## config.mk

```make
export PLATFORM = sky130hd
export DESIGN_NAME = ld_reg_arb
export DESIGN_NICKNAME = d
export VERILOG_FILES = /design/src/rtl/ld_reg_arb_pkg.sv /design/src/rtl/ld_reg_arb_rr_pick.sv /design/src/rtl/ld_reg_arb.sv
export SDC_FILE = /design/constraint.sdc
export NUM_CORES = 1
export LEC_CHECK = 0
export CAP_MARGIN = 20
export CORE_MARGIN = 2
export CORE_UTILIZATION = 30
export DETAILED_ROUTE_END_ITERATION = 7
export GPL_ROUTABILITY_DRIVEN = 0
export PLACE_DENSITY_LB_ADDON = 0.05
export SLEW_MARGIN = 10
export SYNTH_ARGS = -nofsm -noshare
export SYNTH_HDL_FRONTEND = slang
export SYNTH_HIERARCHICAL = 1
export SYNTH_SLANG_ARGS = --single-unit
```

## constraint.sdc

```tcl
create_clock -name clk -period 5.42 [get_ports clk]
set_clock_uncertainty 0.1 [all_clocks]
set_input_delay 1.084 -clock clk [delete_from_list [all_inputs] [get_ports clk]]
set_output_delay 1.084 -clock clk [all_outputs]
set_load 0.05 [all_outputs]
```

## src/rtl/ld_reg_arb_pkg.sv

```systemverilog
// ld_reg_arb_pkg -- shared definitions for the load-register arbiter.
//   state_t       : arbiter FSM encoding (IDLE / GRANT / HOLD)
//   DEF_NREQ      : default number of requesters
//   DEF_W         : default data width of the shared load register
//   DEF_HOLD_CYC  : default idle cycles inserted after each write
//   CNT_W         : hold counter width (covers HOLD_CYC up to 15)
package ld_reg_arb_pkg;

  typedef enum logic [1:0] {
    IDLE  = 2'd0,
    GRANT = 2'd1,
    HOLD  = 2'd2
  } state_t;

  localparam int DEF_NREQ     = 4;
  localparam int DEF_W        = 16;
  localparam int DEF_HOLD_CYC = 2;
  localparam int CNT_W        = 4;

endpackage

```

## src/rtl/ld_reg_arb_rr_pick.sv

```systemverilog
// rr_pick -- combinational round-robin selector.
//   req     : request vector, bit i = requester i
//   rr_ptr  : first index to consider
//   sel     : first set request at or after rr_ptr, scanning upward mod NREQ
//   any_req : high when at least one request bit is set
module rr_pick #(
  parameter int NREQ = 4
) (
  input  logic [NREQ-1:0]         req,
  input  logic [$clog2(NREQ)-1:0] rr_ptr,
  output logic [$clog2(NREQ)-1:0] sel,
  output logic                    any_req
);

  localparam int IW = $clog2(NREQ);

  logic [IW-1:0] idx;

  // Walk the offsets from farthest to nearest so the nearest hit wins.
  always_comb begin
    sel     = '0;
    any_req = 1'b0;
    idx     = '0;
    for (int off = NREQ - 1; off >= 0; off--) begin
      idx = IW'((int'(rr_ptr) + off) % NREQ);
      if (req[idx]) begin
        sel     = idx;
        any_req = 1'b1;
      end
    end
  end

endmodule

```

## src/rtl/ld_reg_arb.sv

```systemverilog
// ld_reg_arb -- round-robin arbiter granting NREQ requesters write access
// to one shared load register, with a fixed idle gap after every write.
//   clk    : clock, rising edge
//   reset  : asynchronous active-low reset
//   req    : per-requester write request
//   din    : per-requester data, requester i at [i*W +: W]
//   gnt    : one-hot write acknowledge (one cycle)
//   gnt_id : index of the last granted requester
//   ld     : load enable to the shared register (one cycle)
//   d      : data to the shared register, held after the write
//   busy   : high whenever the arbiter is not idle
module ld_reg_arb
  import ld_reg_arb_pkg::*;
#(
  parameter int NREQ     = DEF_NREQ,
  parameter int W        = DEF_W,
  parameter int HOLD_CYC = DEF_HOLD_CYC
) (
  input  logic                    clk,
  input  logic                    reset,
  input  logic [NREQ-1:0]         req,
  input  logic [NREQ*W-1:0]       din,
  output logic [NREQ-1:0]         gnt,
  output logic [$clog2(NREQ)-1:0] gnt_id,
  output logic                    ld,
  output logic [W-1:0]            d,
  output logic                    busy
);

  localparam int IW = $clog2(NREQ);

  state_t            state_q;
  logic [NREQ-1:0]   gnt_q;
  logic [IW-1:0]     gnt_id_q;
  logic              ld_q;
  logic [W-1:0]      d_q;
  logic              busy_q;
  logic [IW-1:0]     rr_ptr_q;
  logic [CNT_W-1:0]  cnt_q;

  logic [IW-1:0]     sel;
  logic              any_req;
  logic [IW-1:0]     rr_ptr_d;
  logic [NREQ-1:0]   gnt_d;
  logic [W-1:0]      din_a [NREQ];

  rr_pick #(.NREQ(NREQ)) u_rr_pick (
    .req     (req),
    .rr_ptr  (rr_ptr_q),
    .sel     (sel),
    .any_req (any_req)
  );

  for (genvar i = 0; i < NREQ; i++) begin : g_din
    assign din_a[i] = din[i*W +: W];
  end

  // Explicit wrap so non-power-of-two NREQ also returns to 0.
  always_comb begin
    rr_ptr_d = (sel == IW'(NREQ - 1)) ? '0 : sel + IW'(1);
    gnt_d    = '0;
    gnt_d[sel] = 1'b1;
  end

  // Requests are only sampled in IDLE; GRANT and HOLD ignore req and din.
  always_ff @(posedge clk or negedge reset) begin
    if (!reset) begin
      state_q  <= IDLE;
      gnt_q    <= '0;
      gnt_id_q <= '0;
      ld_q     <= 1'b0;
      d_q      <= '0;
      busy_q   <= 1'b0;
      rr_ptr_q <= '0;
      cnt_q    <= '0;
    end else begin
      case (state_q)
        IDLE: begin
          if (any_req) begin
            state_q  <= GRANT;
            d_q      <= din_a[sel];
            gnt_q    <= gnt_d;
            gnt_id_q <= sel;
            ld_q     <= 1'b1;
            busy_q   <= 1'b1;
            rr_ptr_q <= rr_ptr_d;
          end
        end
        GRANT: begin
          state_q <= HOLD;
          ld_q    <= 1'b0;
          gnt_q   <= '0;
          cnt_q   <= CNT_W'(HOLD_CYC);
        end
        HOLD: begin
          if (cnt_q <= CNT_W'(1)) begin
            state_q <= IDLE;
            busy_q  <= 1'b0;
            cnt_q   <= '0;
          end else begin
            cnt_q <= cnt_q - CNT_W'(1);
          end
        end
        default: begin
          state_q <= IDLE;
          ld_q    <= 1'b0;
          gnt_q   <= '0;
          busy_q  <= 1'b0;
          cnt_q   <= '0;
        end
      endcase
    end
  end

  assign gnt    = gnt_q;
  assign gnt_id = gnt_id_q;
  assign ld     = ld_q;
  assign d      = d_q;
  assign busy   = busy_q;

endmodule

```

==> results.sh, run 1 <==
export IMPL_die_h_um=84.1
export IMPL_yosys_area_share_adder=0.0584
export IMPL_clockBufferDepth=2
export IMPL_status="finished, final reports clean"
export IMPL_ys_ff_latch=32
export IMPL_synth_top_cells_by_area="dfrtp_1 (42%), mux4_1 (11%), mux2_2 (11%)"
export IMPL_grt_usage=0.145
export IMPL_syn_nets=224
export IMPL_tns_ps=0
export IMPL_synthesis_area_um2=1930
export IMPL_swShare=0.451
export IMPL_critPathMaxFanout=15
export IMPL_port_buffer_count=93
export IMPL_n_antenna_cell=0
export IMPL_ant_nets=0
export IMPL_ys_flop_type="dfrtp_1"
export IMPL_fillCellCount=568
export IMPL_grt_max_degree=33
export IMPL_cts_setup_buffers=0
export IMPL_synth_most_common_cell="dfrtp_1"
export IMPL_htree_levels=2
export IMPL_synth_edff_count=0
export IMPL_vias=1612
export IMPL_final_min_clock_period_ps=3610
export IMPL_fin_worst_hold_slack_ps=411
export IMPL_grt_overflow=0
export IMPL_antenna_found_initial=0
export IMPL_intPower_mw=0.941
export IMPL_ir_drop_uv=242
export IMPL_place_ws_ps=1450
export IMPL_cap_violations=0
export IMPL_viasPerCell=5.09
export IMPL_post_dp_hpwl_um=3840
export IMPL_synth_avg_cell_area_um2=13.3
export IMPL_seqPwrFrac=0.250
export IMPL_rsz0062_at_grt="false"
export IMPL_crit_arrival_ps=3680
export IMPL_worst_slew_pin_slew_ps=984
export IMPL_synth_cell_type_count=33
export IMPL_yosys_area_share_simple=0.0636
export IMPL_wl_per_cell_um=15.6
export IMPL_grt_pass1_wl_um=8180
export IMPL_final_max_slew_viol_count=0
export IMPL_first_global_vias=1684
export IMPL_first_pass_iters=4
export IMPL_synth_warnings=6
export IMPL_drive_above_1_share=0.158
export IMPL_p_per_area_nw_per_um2=567
export IMPL_fin_crit_sh=0.667
export IMPL_post_cts_resize_count=0
export IMPL_relSlewSlack=0.342
export IMPL_start_kind="input pin"
export IMPL_synth_cells=145
export IMPL_cts_clk_slew_worst_paths_ps=70
export IMPL_cts_root_buffer="clkbuf_8"
export IMPL_synth_compound_area_share=0.101
export IMPL_hold_buffers=0
export IMPL_synthTopCellsByCount="dfrtp_1 (32), mux2_2 (18)"
export IMPL_min_path_type="reg -> reg"
export IMPL_tritoncts="yes"
export IMPL_initialDrtViolationCount=48
export IMPL_path_class="in -> reg"
export IMPL_area_growth_pct=56.8
export IMPL_synth_top_family_by_area="multiplexers"
export IMPL_pin_count=94
export IMPL_comb_power_share=0.634
export IMPL_p_switching_mw=0.772
export IMPL_core_area_um2=6280
export IMPL_setup_slack_ps=1810
export IMPL_cts_sinks=32
export IMPL_clock_latency_ps=280
export IMPL_worst_setup_path_end_kind="flop"
export IMPL_async_flop_share=1.00
export IMPL_synthMuxAreaShare=0.313
export IMPL_fin_nets=319
export IMPL_drcViolationCount=0
export IMPL_p_leak_nw=1.24
export IMPL_netlist_top_cell_by_area="dfrtp_1"
export IMPL_dieWidth_um=84.1
export IMPL_wl_um=4930
export IMPL_fp_row_count=29
export IMPL_power_frac_clock=0.117
export IMPL_numCtsBuffers=5
export IMPL_synth_seq_area_share=0.416
export IMPL_setup_violations=0
export IMPL_start_util=0.307
export IMPL_synth_top_area_share=0.416
export IMPL_finalHoldViolCount=0
export IMPL_yosys_area_share_xor_xnor=0
export IMPL_die_area_um2=7080
export IMPL_max_freq_ghz=0.277
export IMPL_crit_required_ps=5490
[layout by cell type (no fill, tap or decap), types with 2 or more instances in the layout]
cell | netlist | layout
mux2_2 | 18 | 18
a22o_1 | 8 | 8
mux4_1 | 8 | 8
clkdlybuf4s50_1 | 0 | 93
nor2_1 | 9 | 9
ha_1 | 9 | 9
inv_1 | 9 | 9
o21ai_0 | 4 | 4
nand4_1 | 2 | 2
dfrtp_1 | 32 | 32
nand2_1 | 9 | 9
nand2b_1 | 3 | 3
clkbuf_8 | 0 | 7
mux4_2 | 8 | 8
buf_4 | 0 | 3
a21oi_1 | 2 | 2
[final timing paths]
path / start / end / slack [ps] / cells past startpoint
worst max-delay path: req[3] / d[15] / 1810 / 6
worst min-delay path: d[12] / d[12] / 410 / 1
worst max register to register: rr_ptr_q[1] / d[15] / 2640 / 5
worst min register to register: d[12] / d[12] / 410 / 1
max in group asynchronous: reset / d[5] / 3820 / 2
min in group asynchronous: reset / gnt[1] / 1100 / 2
[state kept, by name, summed over array words and instances (netlist names)]
name      count
gnt_id        2
ld            1
busy          1
cnt_q         4
state_q       2
d            16
rr_ptr_q      2
gnt           4
[cells by family (layout without fill, tap and decap cells)]
family / count (synthesis) / after routing
AO/OA/AOI/OAI: 25 / 25
adder cells (fa/ha/maj): 9 / 9
buffers and inverters: 17 / 112
flip-flops: 32 / 32
multiplexers: 35 / 35
AND/OR/NAND/NOR: 27 / 27
[layout make-up]
| class | instances | area, um2 | share of cell area |
|---|---|---|---|
| well taps | 77 | 96.3 | 0.0319 |
| flip-flops and latches | 32 | 801 | 0.265 |
| inverters | 9 | 33.8 | 0.0112 |
| clock buffers | 7 | 96.3 | 0.0319 |
| repair buffers | 96 | 953 | 0.316 |
| multi-input cells | 96 | 1040 | 0.345 |
[layer usage]
metal	up-vias	routed length [um]	GRT usage
li1	742	-	-
met4	0	48	0.0469
met2	69	2540	0.255
met3	5	359	0.0482
met1	796	1990	0.166
met5	-	0	0
[through the flow]
step                      std cells  instance area (um2)  utilization  total power, mW
after floorplan                 145                 1930            -             1.19
after global routing            317                 3020        0.481             1.82
after global placement          310                 2930        0.466             1.50
after detailed placement        310                 2930        0.466             1.53
final                           317                 3020        0.481             1.71
after CTS                       317                 3020        0.481             1.73
[power groups by stage]
stage               Sequential, mW  Clock [mW]  Combinational [mW]
global route                 0.445       0.216                1.16
finish                       0.428       0.200                1.09
global placement             0.422           0                1.08
floorplan                    0.725           0               0.470
detailed placement           0.429           0                1.10
CTS                          0.429       0.207                1.10
[worst max-delay path, cell delays in order]
cell             delay, ps
clkdlybuf4s50_1        520
mux2i_1                140
a211oi_4               860
buf_4                  300
mux4_2                 490
mux2_2                 270
(Power assumes the default switching activity.)
==> run 2, diff against run 1 <==
Clock period 5.42 ns to 3.7 ns, I/O delays scaled along.
==> run 2 against run 1 <==
  * Flip-flop and latch count stayed put
  * Combinational power is 46% higher
  * Sequential power rose by 46%
  * Utilization barely moved
  * Global-route usage shrank 0.28 points
  * Worst setup slack worse by 930 ps
  * Critical path depth did not move
  * First-iteration DRC count up 19%
  * Clock power grew 36%
  * Critical endpoint is now d[4]
  * Highest routed layer unchanged
==> results.sh, run 2 (synthesis results as in run 1) <==
export IMPL_start_kind="input pin"
export IMPL_area_growth_pct=56.9
export IMPL_core_area_um2=6280
export IMPL_intPower_mw=1.37
export IMPL_first_pass_iters=5
export IMPL_crit_required_ps=3760
export IMPL_wl_per_cell_um=15.4
export IMPL_min_from="gnt_id[0]"
export IMPL_grt_usage=0.142
export IMPL_min_path_cells=2
export IMPL_relSlewSlack=0.389
export IMPL_fin_crit_sh=0.763
export IMPL_final_common_cell="clkdlybuf4s50_1"
export IMPL_n_antenna_cell=0
export IMPL_min_path_type="reg -> reg"
export IMPL_cts_sinks=32
export IMPL_first_global_vias=1675
export IMPL_final_min_clock_period_ps=2820
export IMPL_r2r_setup_slack_ps=1230
export IMPL_fp_row_count=29
export IMPL_clock_latency_ps=280
export IMPL_grt_max_degree=33
export IMPL_status="finished, final reports clean"
export IMPL_holdPathEnd="gnt_id[0]"
export IMPL_critPathMaxFanout=20
export IMPL_postPlaceCellArea_um2=2930
export IMPL_seqPwrFrac=0.251
export IMPL_drive_above_1_share=0.157
export IMPL_cts_root_buffer="clkbuf_8"
export IMPL_largest_reg_flops=16
export IMPL_start_util=0.307
export IMPL_vias=1612
export IMPL_pin_count=94
export IMPL_rsz0062_at_grt="false"
export IMPL_setup_violations=0
export IMPL_post_dp_hpwl_um=3830
export IMPL_final_cell_mix="clkdlybuf4s50_1 (93), dfrtp_1 (32), mux2_2 (18)"
export IMPL_port_buffer_count=93
export IMPL_path_class="in -> reg"
export IMPL_hold_buffers=0
export IMPL_ir_drop_uv=337
export IMPL_numCtsBuffers=5
export IMPL_die_area_um2=7080
export IMPL_max_freq_ghz=0.354
export IMPL_cts_clk_slew_worst_paths_ps=70
export IMPL_r2r_end="d[4]"
export IMPL_htree_levels=2
export IMPL_cap_violations=0
export IMPL_antenna_found_initial=0
export IMPL_comb_power_share=0.640
export IMPL_clockBufferDepth=2
export IMPL_die_h_um=84.1
export IMPL_worst_setup_path_end_kind="flop"
export IMPL_swShare=0.451
export IMPL_cts_setup_buffers=0
export IMPL_p_per_area_nw_per_um2=823
export IMPL_ff2ff_path_depth=4
export IMPL_tritoncts="yes"
export IMPL_post_cts_resize_count=0
export IMPL_postLayoutCoreUtil=0.482
export IMPL_grt_overflow=0
export IMPL_initialDrtViolationCount=57
export IMPL_power_frac_clock=0.109
export IMPL_p_switching_mw=1.12
export IMPL_worst_slew_pin_slew_ps=914
export IMPL_dieWidth_um=84.1
export IMPL_r2r_start="state_q[0]"
export IMPL_tns_ps=0
export IMPL_p_leak_nw=1.24
export IMPL_stdcell_area_um2=3020
export IMPL_finalHoldViolCount=0
export IMPL_wl_um=4900
export IMPL_fin_nets=320
export IMPL_grt_pass1_wl_um=8020
export IMPL_final_max_slew_viol_count=0
export IMPL_ant_nets=0
export IMPL_viasPerCell=5.05
export IMPL_crit_arrival_ps=2880
export IMPL_drcViolationCount=0
run 2: cell count changes in the layout (fill, tap and decap cells not counted):
cell | before | now
buf_4 | 3 | 4
clkbuf_8 | 7 | 6
clkbuf_1 | 0 | 2
run 2: final cells by class:
class,count,area (um2)
clock buffer,8,90.1
fill,575,3250
inverter,9,33.8
multi-input combinational,96,1040
sequential,32,801
tap,77,96.3
timing repair buffer,97,961
run 2: routing by layer:
| metal | wire [um] | global-route usage | up-vias |
|---|---|---|---|
| met5 | 0 | 0 | - |
| met4 | 46 | 0.0381 | 0 |
| met3 | 445 | 0.0600 | 7 |
| met2 | 2420 | 0.240 | 71 |
| met1 | 1990 | 0.167 | 789 |
| li1 | - | - | 745 |
run 2: worst max path at each step:
stage,from,end,cells past startpoint
after global routing,req[3],d[4],6
after CTS,req[3],d[4],6
after global placement,req[3],d[6],6
final,req[3],d[4],6
after detailed placement,req[3],d[4],6
after floorplan,req[1],gnt[0],9
run 2: per-stage QoR:
stage | cells | total power [mW] | worst slack [ps] | hold slack [ps]
final | 319 | 2.49 | 877 | 389
after CTS | 319 | 2.52 | 886 | 393
after detailed placement | 311 | 2.24 | 580 | 378
after floorplan | 145 | 1.75 | 1240 | 344
after global placement | 311 | 2.20 | 667 | 374
after global routing | 319 | 2.65 | 778 | 424
run 2: worst max-delay path, stage by stage:
cell,delay (ps)
clkdlybuf4s50_1,520
mux2i_1,130
a211oi_4,240
buf_4,350
mux4_1,610
mux2_2,280
run 2: power groups by stage:
stage                     sequential [mW]  combinational, mW  clock [mW]
final                               0.623               1.59       0.272
after global placement              0.618               1.58           0
after CTS                           0.626               1.61       0.284
after global routing                0.649               1.69       0.303
after floorplan                      1.06              0.688           0
after detailed placement            0.628               1.61           0
